<file path="config.mk">
export PLATFORM = sky130hd
export DESIGN_NAME = core_status
export DESIGN_NICKNAME = d
export VERILOG_FILES = /design/src/rtl/core_status_ctl.sv /design/src/rtl/core_edge_detect.sv /design/src/rtl/core_status.sv
export SDC_FILE = /design/constraint.sdc
export NUM_CORES = 1
export LEC_CHECK = 0
export BUFFER_PORTS_ARGS = -buffer_cell sky130_fd_sc_hd__buf_4
export CORE_ASPECT_RATIO = 0.6
export CORE_MARGIN = 4
export CORE_UTILIZATION = 30
export DETAILED_ROUTE_END_ITERATION = 8
export GPL_ROUTABILITY_DRIVEN = 0
export SYNTH_ARGS = -nofsm -noshare
export SYNTH_HDL_FRONTEND = slang
export SYNTH_SLANG_ARGS = --single-unit
</file>
<file path="constraint.sdc">
create_clock -name I_clock -period 2.3 [get_ports I_clock]
set_input_delay 0.46 -clock I_clock [delete_from_list [all_inputs] [get_ports I_clock]]
set_output_delay 0.46 -clock I_clock [all_outputs]
set_load 0.02 [all_outputs]
</file>
<file path="src/rtl/core_status_ctl.sv">
// Shared types and constants for the processor status block:
// flag operation codes, interrupt vector selection and P bit positions.
package core_status_ctl;

    typedef enum logic [2:0] {
        FLAG_NONE = 3'd0,
        FLAG_SEI  = 3'd1,
        FLAG_CLI  = 3'd2,
        FLAG_SED  = 3'd3,
        FLAG_CLD  = 3'd4
    } flag_op_type;

    typedef enum logic [1:0] {
        VEC_NONE  = 2'd0,
        VEC_RESET = 2'd1,
        VEC_NMI   = 2'd2,
        VEC_IRQ   = 2'd3
    } vector_type;

    localparam int P_C = 0;
    localparam int P_Z = 1;
    localparam int P_I = 2;
    localparam int P_D = 3;
    localparam int P_B = 4;
    localparam int P_U = 5;
    localparam int P_V = 6;
    localparam int P_N = 7;

    // Assemble a P byte in N V 1 B D I Z C order; bit 5 always reads as 1.
    function automatic logic [7:0] pack_p(input logic n, input logic v, input logic b,
                                          input logic d, input logic i, input logic z,
                                          input logic c);
        logic [7:0] p;
        p      = 8'h00;
        p[P_N] = n;
        p[P_V] = v;
        p[P_U] = 1'b1;
        p[P_B] = b;
        p[P_D] = d;
        p[P_I] = i;
        p[P_Z] = z;
        p[P_C] = c;
        return p;
    endfunction

endpackage

</file>
<file path="src/rtl/core_edge_detect.sv">
// Falling-edge detector with a sticky latch for the active-low NMI line.
// It runs on every clock regardless of the CPU clock enable so that a short
// NMI pulse during a stalled cycle is never lost.
module core_edge_detect (
    input  logic clock,
    input  logic reset_n,
    input  logic level_n,
    input  logic clear,
    output logic latch
);

    logic prev;
    logic fall;

    assign fall = prev & ~level_n;

    // Track the previous line level; a new falling edge wins over a clear in the same cycle.
    always_ff @(posedge clock) begin
        if (!reset_n) begin
            prev  <= 1'b1;
            latch <= 1'b0;
        end else begin
            prev  <= level_n;
            latch <= fall | (latch & ~clear);
        end
    end

endmodule

</file>
<file path="src/rtl/core_status.sv">
// Processor status register (P) plus interrupt poll logic.
// Holds N V D I Z C, exposes P for reads and pushes, and resolves pending
// RESET / NMI / IRQ requests at instruction-boundary polls.
module core_status
    import core_status_ctl::*;
(
    input  logic        I_clock,
    input  logic        I_reset_n,
    input  logic        I_ready,
    input  logic        I_alu_carry,
    input  logic        I_alu_overflow,
    input  logic        I_alu_sign,
    input  logic        I_alu_zero,
    input  logic        I_alu_write,
    input  logic        I_p_load,
    input  logic [7:0]  I_data,
    input  flag_op_type I_flag_op,
    input  logic        I_push_brk,
    input  logic        I_nmi_n,
    input  logic        I_irq_n,
    input  logic        I_poll,
    input  logic        I_int_ack,
    output logic        O_carry,
    output logic        O_overflow,
    output logic        O_sign,
    output logic        O_zero,
    output logic [7:0]  O_p,
    output logic [7:0]  O_push_data,
    output logic        O_int_pending,
    output vector_type  O_vector
);

    logic       flag_c;
    logic       flag_z;
    logic       flag_i;
    logic       flag_d;
    logic       flag_v;
    logic       flag_n;
    logic       i_shadow;
    logic       reset_pending;
    logic       nmi_latch;
    logic       nmi_clear;
    vector_type poll_pick;
    logic       unused_data_bits;

    // Bits 5 (always 1) and 4 (B, not stored) of a pulled P byte are ignored.
    assign unused_data_bits = ^I_data[P_U:P_B];

    // Only an acknowledged NMI vector consumes the NMI latch.
    assign nmi_clear = I_ready & I_int_ack & (O_vector == VEC_NMI);

    core_edge_detect u_nmi_edge (
        .clock   (I_clock),
        .reset_n (I_reset_n),
        .level_n (I_nmi_n),
        .clear   (nmi_clear),
        .latch   (nmi_latch)
    );

    // Flag register: pulled P beats ALU results, ack forces I, shadow I lags by one cycle.
    always_ff @(posedge I_clock) begin
        if (!I_reset_n) begin
            flag_c   <= 1'b0;
            flag_z   <= 1'b0;
            flag_v   <= 1'b0;
            flag_n   <= 1'b0;
            flag_d   <= 1'b0;
            flag_i   <= 1'b1;
            i_shadow <= 1'b1;
        end else if (I_ready) begin
            if (I_p_load) begin
                flag_c <= I_data[P_C];
                flag_z <= I_data[P_Z];
                flag_v <= I_data[P_V];
                flag_n <= I_data[P_N];
            end else if (I_alu_write) begin
                flag_c <= I_alu_carry;
                flag_z <= I_alu_zero;
                flag_v <= I_alu_overflow;
                flag_n <= I_alu_sign;
            end

            if (I_p_load) begin
                flag_d <= I_data[P_D];
            end else if (I_flag_op == FLAG_SED) begin
                flag_d <= 1'b1;
            end else if (I_flag_op == FLAG_CLD) begin
                flag_d <= 1'b0;
            end

            if (I_int_ack) begin
                flag_i <= 1'b1;
            end else if (I_p_load) begin
                flag_i <= I_data[P_I];
            end else if (I_flag_op == FLAG_SEI) begin
                flag_i <= 1'b1;
            end else if (I_flag_op == FLAG_CLI) begin
                flag_i <= 1'b0;
            end

            i_shadow <= flag_i;
        end
    end

    // Choose the highest-priority request that a poll would capture this cycle.
    always_comb begin
        poll_pick = VEC_NONE;
        if (reset_pending) begin
            poll_pick = VEC_RESET;
        end else if (nmi_latch) begin
            poll_pick = VEC_NMI;
        end else if (~I_irq_n & ~i_shadow) begin
            poll_pick = VEC_IRQ;
        end
    end

    // Poll result register: ack clears and beats poll; reset presents VEC_RESET immediately.
    always_ff @(posedge I_clock) begin
        if (!I_reset_n) begin
            reset_pending <= 1'b1;
            O_vector      <= VEC_RESET;
            O_int_pending <= 1'b1;
        end else if (I_ready) begin
            if (I_int_ack) begin
                if (O_vector == VEC_RESET) begin
                    reset_pending <= 1'b0;
                end
                O_vector      <= VEC_NONE;
                O_int_pending <= 1'b0;
            end else if (I_poll) begin
                O_vector      <= poll_pick;
                O_int_pending <= (poll_pick != VEC_NONE);
            end
        end
    end

    assign O_carry     = flag_c;
    assign O_overflow  = flag_v;
    assign O_sign      = flag_n;
    assign O_zero      = flag_z;
    assign O_p         = pack_p(flag_n, flag_v, 1'b0, flag_d, flag_i, flag_z, flag_c);
    assign O_push_data = pack_p(flag_n, flag_v, I_push_brk, flag_d, flag_i, flag_z, flag_c);

endmodule

</file>
After elaboration in Yosys (flattened, before gate mapping)
Cells that the tools add are included.
{"block": "totals", "wordCells": 60, "latchBits": 0, "ramBits": 0, "memories": 0, "ff_bits": 13, "input_bits": 25, "mem_bits_ro": 0}
{"block": "op_classes", "n_mux": 22, "n_mul": 0, "add_sub_neg": 0, "eq_ne": 6, "shift": 0, "n_reduce_logical": 10, "n_bitwise": 10, "n_div": 0, "magnitude_cmp": 0}
{"cell": "$mux 1", "count": 17}
{"cell": "$mux 2", "count": 5}
{"cell": "$reduce_and 2->1", "count": 4}
{"cell": "$eq 3x2->1 const B", "count": 2}
{"cell": "$reduce_bool 2->1", "count": 3}
{"cell": "$and 1x1->1", "count": 5}
{"cell": "$not 1->1", "count": 4}
{"cell": "$reduce_bool 4->1", "count": 1}
{"cell": "$eq 3x1->1 const B", "count": 1}
{"cell": "$eq 3x3->1 const B", "count": 1}
{"cell": "$reduce_and 3->1", "count": 1}
{"cell": "$reduce_bool 3->1", "count": 1}
{"cell": "$eq 2x1->1 const B", "count": 1}
{"cell": "$eq 2x2->1 const B", "count": 1}
{"cell": "$or 1x1->1", "count": 1}

Logic depth before layout (Yosys ltp)
{"block": "depth", "depth_word": 8, "depth_mapped": 4}

Hierarchy
Synthesis repeated with hierarchy kept, for this count alone.
{"block": "hier_totals", "hier_cells": 85, "hier_area_um2": 750.7}
{"mod": "core_status", "cells_per_inst": 79, "area_each_um2": 680.7, "instances": 1, "seq_area_each_um2": 220.2}
{"mod": "core_edge_detect", "cells_per_inst": 6, "area_each_um2": 70.1, "instances": 1, "seq_area_each_um2": 40.0}

Least setup slack after synthesis
Ideal clock, no wire load.
{"block": "synth_path", "path_kind": "input to register", "start": "input I_p_load", "end": "register flag_i", "t_required_ns": 2.177, "stages": 4, "setup_slack_ns": 1.053, "t_arrival_ns": 1.123, "n_path_buf": 1, "cell_sequence": "buf_4 o21ai_0 o21ai_1 mux2_1"}
{"block": "synth_between", "elab_chain_len": 2, "word_cells_on_any_way": 4}
{"element": "start, declared", "line_no": "core_status.sv:15", "rtl": "input logic I_p_load,"}
{"element": "$reduce_bool 4->1 (no source line) or $mux 1 (tied branches)"}
{"element": "$reduce_and 2->1 (no source line) or $mux 1 (tied branches)"}
{"element": "end signal, assigned", "line_no": "core_status.sv:94", "rtl": "flag_i <= I_data[P_I];"}
{"element": "end, declared", "line_no": "core_status.sv:35", "rtl": "logic flag_i;"}
Several ways; a longest one is shown, not always the timed one.
A chain may end at the register's enable or synchronous reset.

Worst setup path in the final report
{"block": "layout_path", "start": "register flag_i", "end": "output O_push_data[2]"}
{"element": "end, declared", "line_no": "core_status.sv:28", "rtl": "output logic [7:0] O_push_data,"}
No word-level cell between the ends.

==> out/metrics.yaml <==
grt:
  grt_pass1_wl_um: 2730
  first_global_vias: 618
  antenna_found_initial: 0
  maximum_number_of_pins_on_one_net_before_global_route_repair: 15
  grt_util_all_layers: 0.109
  globalRouteOverflowTotal: 0
timing:
  final.setup.tns_ns: 0
  timing.final.crit_share: 0.547
  max_freq_mhz: 795
  finalHoldViolCount: 0
  hold_slack_ns: 0.409
  finalClockSkew_ns: 0.00307
  layout_min_cycle_time_ns: 1.26
  slew_violations: 0
  setup_violators_final: 0
  grt_setup_unrepaired: "no"
power:
  ir_worst_vdd_uv: 207
  p_leak_nw: 0.503
  totalPowerFinal_mw: 0.606
  power_density_mw_per_mm2: 606
floorplan:
  die_x_um: 72.6
  io_pins: 48
  die-height_um: 46.8
  die_area_mm2: 0.00339
  fp-row-count: 13
  placeableCoreArea_mm2: 0.00228
  floorplan.initialDensity: 0.330
layout:
  layout.nets: 137
  layout-area-overhead-vs-synth_pct: 33.3
  post_route_cells_drive_above_1_share: 0.387
  final_cell_area_mm2: 0.00100
  mostFrequentLayoutCell: "sky130_fd_sc_hd__buf_4"
  diodes: 0
  final_util: 0.440
  most_frequent_cells_in_the_layout: "40 x sky130_fd_sc_hd__buf_4, 13 x sky130_fd_sc_hd__dfxtp_1, 10 x sky130_fd_sc_hd__nand2_1"
flow_run:
  cap_viol_max_count: 0
synth:
  asyncSetResetFlopFracSynth: 0
  synth_seq_cells: 13
  synthesis.yosys.warnings: 0
  synth.lib_cells_used.distinct: 28
  synth-main-ff-cell: "sky130_fd_sc_hd__dfxtp_1"
  postSynthCellCount: 85
  synth_enable_flop_cells: 0
  seq_area_frac_synth: 0.347
  synth.area.top_cells: "sky130_fd_sc_hd__dfxtp_1 35%, sky130_fd_sc_hd__buf_4 17%, sky130_fd_sc_hd__mux2i_1 6.7%"
  netlist_area_um2: 751
  avgSynthCellArea_um2: 8.83
  post-synth-top-area-cell: "sky130_fd_sc_hd__dfxtp_1"
  synthDominantCellAreaShare: 0.347
critical_path:
  critical_path_arrival_ns: 0.80
  critical_path_required_ns: 1.84
  timing.critical_path.slowest_stage_cell: "sky130_fd_sc_hd__dfxtp_1"
  worst_path_dominant_cell_family: "flip-flops"
  crit_buf_inv: 1
  worstPathCellList: "buf_4"
  critPathMaxStageDelay_ns: 0.39
  worstSetupPathType: "flop to primary output"
  critical_path.startpoint_type: "flop"
  worstPathMaxFanout: 4
  timing.critical_path.to_type: "primary output"
route:
  drt_wl_total_um: 1740
  detail_route.drc_violations: 0
  dr_pass1_iterations: 3
  drt-initial-drc-count: 20
  drt.antenna.violating_nets: 0
  vias_per_cell: 4.67
  post_drt_wl_per_cell_um: 12.4
  via_count: 659
placed_design:
  dpl_cell_area_um2: 956
  i_o_buffers: 40
  post-dp-hpwl_um: 1360
clocking:
  cts_buf_count: 3
  tritoncts: "done"
  clk_root_buffer_cell: "sky130_fd_sc_hd__clkbuf_8"
  clock_insertion_delay_worst_skew_ns: 0.24
  post_cts.repair.setup_buffers: 0
  cts_buffer_depth: 2
  cts_hold_buf: 0
  cts_resized: 0
  clkSlewWorstSetupHoldPaths_ns: 0.06
  clock_sinks: 13
  clock_tree.htree_level_count: 1
run_status:
  status: "finished, final reports clean"
hold_path:
  hold_class: "primary input to flop"
sequential cells by signal, indices dropped and copies added (netlist names):
signal            cells
flag_d                1
u_nmi_edge.prev       1
u_nmi_edge.latch      1
O_carry               1
O_overflow            1
O_int_pending         1
flag_i                1
O_sign                1
O_vector              2
reset_pending         1
i_shadow              1
O_zero                1
metal layers:
layer / global-route usage / vias to the layer above / wire (µm)
met5: 0 / - / 0
met4: 0.0368 / 0 / 8
met3: 0.0598 / 2 / 191
met2: 0.165 / 29 / 742
met1: 0.135 / 301 / 800
li1: - / 327 / -
synthesized netlist by cell type (2+ instances only):
| master | n |
|---|---|
| sky130_fd_sc_hd__nand2_1 | 10 |
| sky130_fd_sc_hd__conb_1 | 2 |
| sky130_fd_sc_hd__mux2i_1 | 5 |
| sky130_fd_sc_hd__o21ai_0 | 5 |
| sky130_fd_sc_hd__nand3_1 | 3 |
| sky130_fd_sc_hd__o21a_1 | 2 |
| sky130_fd_sc_hd__dfxtp_1 | 13 |
| sky130_fd_sc_hd__nand2b_1 | 3 |
| sky130_fd_sc_hd__o211a_1 | 4 |
| sky130_fd_sc_hd__a21oi_1 | 2 |
| sky130_fd_sc_hd__buf_4 | 17 |
| sky130_fd_sc_hd__nor2b_1 | 3 |
path summary, 6_finish.rpt:
path,cells after the start,from,slack [ns],end
worst max-delay path,1,flag_i,1.04,O_push_data[2]
worst min-delay path,2,I_nmi_n,0.41,u_nmi_edge.prev
worst max register to register,2,flag_i,1.43,flag_i
worst min register to register,2,O_int_pending,0.47,O_int_pending
cells by family after synthesis:
group           Yosys count  synth area share
simple gates             25             0.192
buf+inv                  20             0.187
compound gates           18             0.172
flops                    13             0.347
mux                       6            0.0817
other cells               2            0.0100
xor+xnor                  1            0.0117
power breakdown:
group / switching [mW] / internal [mW]
clock network: 0.0821 / 0.122
registers: 0.0124 / 0.240
logic: 0.0749 / 0.0740
area by class of cell:
class	instances	area (µm²)
fill	226	1280
tap	30	37.5
sequential	13	260
clock buffer	4	45.0
multi-input combinational	53	354
inverter	1	3.75
timing repair buffer	40	300
per-stage QoR:
stage	cells	setup slack, ns
after floorplan	86	1.05
after global placement	137	0.896
after detailed placement	137	0.879
after CTS	141	1.04
after global routing	141	0.998
final	141	1.04
Power figures use the tool's default switching activity.
